$ cat config.mk
export PLATFORM = sky130hd
export DESIGN_NAME = five_to_twenty
export DESIGN_NICKNAME = d
export VERILOG_FILES = /design/src/rtl/five_to_twenty.sv
export SDC_FILE = /design/constraint.sdc
export NUM_CORES = 1
export LEC_CHECK = 0
export CAP_MARGIN = 5
export CORE_MARGIN = 5
export CORE_UTILIZATION = 55
export DETAILED_ROUTE_END_ITERATION = 10
export DONT_BUFFER_PORTS = 1
export PLACE_DENSITY = 0.7
export SLEW_MARGIN = 15
export SYNTH_ARGS = -nofsm -noshare
export SYNTH_HDL_FRONTEND = slang
export SYNTH_SLANG_ARGS = --single-unit
$ cat constraint.sdc
create_clock -name clk -period 3.8 [get_ports clk]
set_input_delay 0.38 -clock clk [delete_from_list [all_inputs] [get_ports clk]]
set_output_delay 0.38 -clock clk [all_outputs]
set_load 0.02 [all_outputs]
$ cat src/rtl/five_to_twenty.sv
// five_to_twenty: width-expanding gearbox, 5-word input beats -> 20-word
// output beats. Four accepted input beats are packed into one output beat,
// earliest word in the lowest bits (little-endian word order).
//
// Handshake: a beat moves on a rising edge where valid & ready are both high
// on that side. A producer holds its data/valid stable until it is taken;
// ready may depend combinationally on the far side's ready, never on the
// same side's valid.
//
// Ports:
//   clk         single clock, rising edge
//   arst        synchronous active-high reset (priority over everything)
//   din         input beat, word 0 in bits [WORD_LEN-1:0]
//   din_valid   din holds a beat
//   din_ready   block can accept a beat this cycle
//   dout        output beat, word 0 in the LSBs
//   dout_valid  dout holds a beat
//   dout_ready  downstream accepts dout this cycle
module five_to_twenty #(
  parameter int WORD_LEN = 16
) (
  input  logic                    clk,
  input  logic                    arst,
  input  logic [5*WORD_LEN-1:0]   din,
  input  logic                    din_valid,
  output logic                    din_ready,
  output logic [20*WORD_LEN-1:0]  dout,
  output logic                    dout_valid,
  input  logic                    dout_ready
);

  localparam int BW = 5 * WORD_LEN;

  // cnt = number of beats of the current group already held in acc (0..3).
  logic [1:0]      cnt;
  logic [3*BW-1:0] acc;

  logic accept;
  logic consume;
  logic complete;

  // Only the group-completing beat needs room in the output register, so
  // backpressure stalls input only when cnt==3 and dout is still occupied.
  assign din_ready = (cnt != 2'd3) | ~dout_valid | dout_ready;
  assign accept    = din_valid & din_ready;
  assign consume   = dout_valid & dout_ready;
  assign complete  = accept & (cnt == 2'd3);

  always_ff @(posedge clk) begin
    if (arst) begin
      cnt        <= 2'd0;
      acc        <= '0;
      dout       <= '0;
      dout_valid <= 1'b0;
    end else begin
      if (accept) begin
        case (cnt)
          2'd0:    acc[BW-1:0]      <= din;
          2'd1:    acc[2*BW-1:BW]   <= din;
          2'd2:    acc[3*BW-1:2*BW] <= din;
          default: ;  // 4th beat goes straight to dout below
        endcase
        // 3 -> 0 wrap closes the group.
        cnt <= cnt + 2'd1;
      end

      // Completion wins over consume so a back-to-back group has no bubble.
      if (complete) begin
        dout       <= {din, acc};
        dout_valid <= 1'b1;
      end else if (consume) begin
        dout_valid <= 1'b0;
      end
    end
  end

endmodule

==> results.py, run 1 <==
metrics = {
    "outcome": {
        "status": "finished clean",
    },
    "logic_synthesis": {
        "synth_cells": 2345,
        "syn-num-nets": 2433,
        "ys_warn_count": 0,
        "synth-seq-cells": 563,
        "synthDistinctLibCells": 22,
        "synth_area_um2": 21900,
        "seq_area_frac_synth_pct": 51.6,
        "syn_area_per_cell_um2": 9.32,
    },
    "setup_path": {
        "reg2reg_depth": 5,
        "critPathKind": "flip-flop to flip-flop",
        "rrSetupSlack_ns": 0.86,
        "cp_max_fo": 89,
        "worstPathArrival_ns": 3.47,
        "cp_data_required_time_ns": 4.34,
        "cp-start-kind": "flip-flop",
        "end_kind": "flip-flop",
        "worstReg2RegEnd": "dout[2]",
        "worst_r2r_startpoint": "dout_valid",
    },
    "drt": {
        "drt_iter0_drc": 1909,
        "route.vias.total": 17727,
        "wl_met2_um": 29600,
        "wl_um": 62600,
        "dr.max_layer_used": "met4",
        "drc": 0,
        "routedWlPerCell_um": 21.2,
        "wl_met1_um": 24500,
        "drt_pass1_iterations": 6,
        "ant_nets": 0,
        "dr_wl_met3_um": 6400,
        "avgViaCountPerCell": 6.01,
    },
    "cells_and_area": {
        "layout_commonest_cell": "dfxtp_1",
        "syn2layout_area_growth_pct": 16.9,
        "nets": 2470,
        "stdcell_area_um2": 25600,
        "final_util_pct": 64.6,
        "layout_common_cells": "563 x dfxtp_1, 321 x a21oi_1, 320 x nand2b_1, 320 x nand3_1, 320 x o21ai_0",
        "layout-drive-gt1-share_pct": 4.87,
    },
    "global_routing": {
        "grt_pass1_wl_um": 98100,
        "grt_max_degree": 398,
        "grt_antenna_before_repair": 1,
        "grtUsageTotal_pct": 26.9,
        "grt_pass1_vias": 17405,
        "grt_remaining_overflow": 0,
    },
    "sta": {
        "tightest_slew_ns": 1.28,
        "rsz0062_at_grt": "no",
        "timing.final.crit_share_pct": 77.3,
        "finalMaxSlewViolations": 0,
        "fin_tns_setup_ns": 0,
        "fmax_ghz": 0.340,
        "maxSlewHeadroom_pct": 14.8,
        "setup_violations": 0,
        "hold_viol": 0,
        "setup_ws_ns": 0.863,
        "fin_crit_ns": 2.94,
        "finalClockSkew_ns": 0.0125,
    },
    "hold_path": {
        "worstHoldPathCells": 2,
        "hold_end": "acc[168]",
        "hold_class": "primary input to flip-flop",
        "hold_start": "din[8]",
    },
    "clock_network": {
        "cts_hold_buf": 201,
        "clkTransAtPathRegs_ns": 0.06,
        "cts_sinks": 563,
        "clk_latency_ns": 0.59,
        "htreeDepth": 2,
        "cts_buffer_depth": 3,
        "cts-root-buf": "clkbuf_16",
        "post_cts_resized": 0,
        "cts_tree": "done",
        "cts_made_buffers": 55,
        "cts_setup_buffers": 0,
    },
    "die": {
        "io_pins": 406,
        "die_area_um2": 43800,
        "die_y_um": 209,
        "start_util_pct": 55.3,
        "die-width_um": 209,
        "core-area_um2": 39500,
        "rows": 73,
    },
    "place": {
        "gp_congestion": 0.784,
        "placed_area_um2": 21700,
        "port_buffers": 0,
        "dp_hpwl_um": 34000,
        "post-place-ws_ns": 1.51,
    },
    "pwr": {
        "powerDensity_nw_per_um2": 481,
        "ir_drop_mv": 0.420,
        "total_power_w": 0.0123,
        "leakagePower_nw": 10.0,
    },
    "run": {
        "drv_cap": 0,
    },
}
==> registers in the layout (all words and copies together) (netlist names) <==
| register | cells |
|---|---|
| acc | 240 |
| cnt | 2 |
| dout | 320 |
| dout_valid | 1 |
==> synth_stat cells, drive strengths merged <==
library cell / n / share of area [%]
a21oi: 321 / 7.3
and2: 2 / 0.057
and2b: 1 / 0.034
and3: 1 / 0.029
buf: 111 / 3.2
clkbuf: 130 / 2.4
dfxtp: 563 / 52
ha: 4 / 0.23
inv: 2 / 0.034
mux2: 1 / 0.052
mux2i: 240 / 11
nand2: 1 / 0.017
nand2b: 321 / 9.2
nand3: 322 / 7.4
nand3b: 1 / 0.092
nand4b: 1 / 0.040
nor2: 2 / 0.034
o21ai: 320 / 7.3
o31ai: 1 / 0.034
==> metrics by stage <==
step,instances,hold WS (ns)
after floorplan,2345,0.444
after global placement,2649,0.445
after detailed placement,2649,0.452
after CTS,2950,0.00184
after global routing,2951,0.00975
final,2951,0.0295
==> cell families (layout without fill, tap and decap cells) <==
| family | Yosys count | after routing | synth area share [%] |
|---|---|---|---|
| compound gates | 642 | 642 | 14.7 |
| other cells | 0 | 1 | 0 |
| fa+ha+maj | 4 | 4 | 0.229 |
| buf+inv | 243 | 323 | 5.61 |
| mux | 241 | 241 | 11.0 |
| flops | 563 | 563 | 51.6 |
| simple gates | 652 | 652 | 16.9 |
==> how the worst max path moves through the flow <==
| stage | slack [ns] | depth (start not counted) | end | from |
|---|---|---|---|---|
| after floorplan | 2.34 | 6 | acc[0] | cnt[0] |
| after global placement | 1.60 | 4 | dout[62] | dout_valid |
| after detailed placement | 1.51 | 4 | dout[61] | dout_valid |
| after CTS | 0.98 | 5 | dout[86] | dout_valid |
| after global routing | 0.74 | 5 | dout[2] | dout_valid |
| final | 0.86 | 5 | dout[2] | dout_valid |
==> routing by layer <==
metal	vias to the layer above	GRT usage, %
li1	8196	-
met1	8692	33.3
met2	709	43.8
met3	130	10.0
met4	0	8.91
met5	-	0
==> final cells by class <==
class | count | area, um2
well taps | 525 | 657
clock inverters | 17 | 193
repair buffers | 221 | 2360
diodes | 1 | 2.50
inverters | 2 | 7.51
clock buffers | 83 | 1650
fillers | 3134 | 14000
flip-flops and latches | 563 | 11300
multi-input cells | 1539 | 9420
==> power by group <==
group | total [W] | internal (W) | leakage [nW] | switching, W
Clock | 0.00554 | 0.00326 | 0.907 | 0.00228
Sequential | 0.00614 | 0.00605 | 4.55 | 0.0000952
Combinational | 0.000603 | 0.000278 | 4.53 | 0.000325
==> critical path: stages (launching register included) <==
cell	delay (ns)
dfxtp_1	0.61
and2b_4	0.78
buf_12	0.36
o21ai_0	0.20
a21oi_1	0.19
dlygate4sd3_1	0.57
No activity file was read; power rests on OpenSTA's default activity.
==> run 2: changes to the inputs <==
PLACE_DENSITY = 0.73   (was 0.7)
clock period = 2.6 ns   (was 3.8 ns; I/O delays follow)
==> run 2 against run 1 <==
Net effect:
- sequential cell count unchanged
- hold slack better by 0.0052 ns
- sequential power grew 46%
- sequential share of layout area is 4.3 points lower
- total power grew 50%
- largest cell class unchanged
- highest routed layer unchanged
==> results.py, run 2 (synthesis results as in run 1) <==
metrics = {
    "die": {
        "rows": 73,
        "die_y_um": 209,
        "io_pins": 406,
        "die-width_um": 209,
        "core-area_um2": 39500,
        "start_util_pct": 55.3,
        "die_area_um2": 43800,
    },
    "cells_and_area": {
        "nets": 2727,
        "fillers": 2649,
        "layout-drive-gt1-share_pct": 5.48,
        "largest_register": "dout",
        "stdcell_area_um2": 28300,
        "reg_top3": "dout (320), acc (240), cnt (2)",
        "regArea_um2": 11300,
        "syn2layout_area_growth_pct": 29.4,
        "layout_commonest_cell": "dfxtp_1",
        "layout_common_cells": "563 x dfxtp_1, 428 x dlygate4sd3_1, 321 x a21oi_1",
        "multiInputGateArea_um2": 9430,
        "largest_register_ff_count": 320,
    },
    "pwr": {
        "total_power_w": 0.0184,
        "powerDensity_nw_per_um2": 651,
        "ir_drop_mv": 0.574,
        "leakagePower_nw": 11.6,
    },
    "sta": {
        "tightest_slew_ns": 0.832,
        "fin_tns_setup_ns": 0,
        "rsz0062_at_grt": "no",
        "hold_viol": 0,
        "finalMaxSlewViolations": 0,
        "finalClockSkew_ns": 0.0184,
        "setup_ws_ns": 0.104,
        "setup_violations": 0,
        "maxSlewHeadroom_pct": 44.5,
        "timing.final.crit_share_pct": 96.0,
        "fmax_ghz": 0.401,
        "fin_crit_ns": 2.50,
    },
    "setup_path": {
        "cp_slowest_cell": "dfxtp_1",
        "cp_data_required_time_ns": 3.07,
        "cp-start-kind": "flip-flop",
        "cp.buffers_inverters": 3,
        "rrSetupSlack_ns": 0.10,
        "slowest_delay_ns": 0.66,
        "critPathKind": "flip-flop to flip-flop",
        "cp_max_fo": 27,
        "crit_chain": "nand2b_4, buf_12, buf_4, nand3_1, a21oi_1, dlygate4sd3_1",
        "end_kind": "flip-flop",
        "critPathTopFamily": "buffers and inverters",
        "worstPathArrival_ns": 2.97,
    },
    "drt": {
        "routedWlPerCell_um": 21.9,
        "drt_iter0_drc": 2108,
        "ant_nets": 0,
        "drt_pass1_iterations": 6,
        "avgViaCountPerCell": 6.07,
        "route.vias.total": 19470,
        "wl_um": 70300,
        "drc": 0,
    },
    "place": {
        "dp_hpwl_um": 35700,
        "gp_congestion": 0.795,
        "post-place-ws_ns": 0.696,
        "port_buffers": 0,
        "placed_area_um2": 22000,
    },
    "global_routing": {
        "grt_pass1_wl_um": 110000,
        "grt_antenna_before_repair": 1,
        "grt_pass1_vias": 20073,
        "grt_max_degree": 410,
        "grt_remaining_overflow": 0,
        "grtUsageTotal_pct": 30.2,
    },
    "clock_network": {
        "cts_made_buffers": 55,
        "cts-root-buf": "clkbuf_16",
        "cts_buffer_depth": 3,
        "cts_sinks": 563,
        "cts_tree": "done",
        "clkTransAtPathRegs_ns": 0.06,
        "htreeDepth": 2,
        "clk_latency_ns": 0.60,
    },
    "run": {
        "drv_cap": 0,
    },
    "outcome": {
        "status": "finished clean",
    },
    "hold_path": {
        "hold_class": "primary input to flip-flop",
    },
}
==> run 2: changes by cell type in the layout (fill, tap and decap cells not counted) <==
| cell | previous run | this run |
|---|---|---|
| ha_1 | 4 | 3 |
| clkinv_2 | 10 | 5 |
| nand2_4 | 1 | 0 |
| buf_4 | 6 | 22 |
| clkbuf_1 | 13 | 11 |
| clkbuf_8 | 13 | 17 |
| buf_12 | 15 | 26 |
| and2b_1 | 0 | 1 |
| nand2_8 | 0 | 1 |
| ha_2 | 0 | 1 |
| bufinv_16 | 4 | 6 |
| clkinv_4 | 0 | 1 |
| dlygate4sd3_1 | 199 | 428 |
| clkinvlp_4 | 3 | 2 |
==> run 2: through the flow <==
stage	std cells	util, %	hold WS, ns
3_5_place_dp	2672	55.6	0.364
4_1_cts	3201	71.4	0.000377
3_3_place_gp	2672	55.6	0.362
5_1_grt	3206	71.5	0.0235
2_1_floorplan	2345	-	0.408
6_report	3207	71.6	0.0347
==> run 2: final timing paths <==
kind,cells past startpoint,to,startpoint
setup reg to reg,6,dout[21],dout_valid
hold reg to reg,2,acc[2],acc[2]
setup / recovery,6,dout[21],dout_valid
hold / removal,2,acc[112],din[32]
==> run 2: final cells by class <==
cell class	count	area share [%]
tap	525	2.32
inverter	2	0.0265
clock buffer	85	6.01
multi-input combinational	1540	33.3
timing repair buffer	477	17.7
sequential	563	39.8
antenna	1	0.00884
clock inverter	14	0.809
==> run 2: where the power goes <==
part	internal, W	switching, W
clock	0.00507	0.00338
combinational	0.000478	0.000520
sequential	0.00884	0.000146
total	0.0144	0.00404
==> run 2: repair_timing <==
action	CTS	global route
buffers inserted	0	4
endpoints found under the hold margin	563	0
gates resized for setup	0	2
setup endpoints to repair	0	34
hold buffers	430	0
==> run 2: metal layers <==
metal  wire length, um  track usage [%]  share of wire, %  vias up
li1                  -                -                 -     8717
met1             26500             35.7                38     9527
met2             33900             50.4                48      991
met3              6620             9.07               9.4      235
met4              3280             14.2               4.7        0
met5                 0                0                 0        -
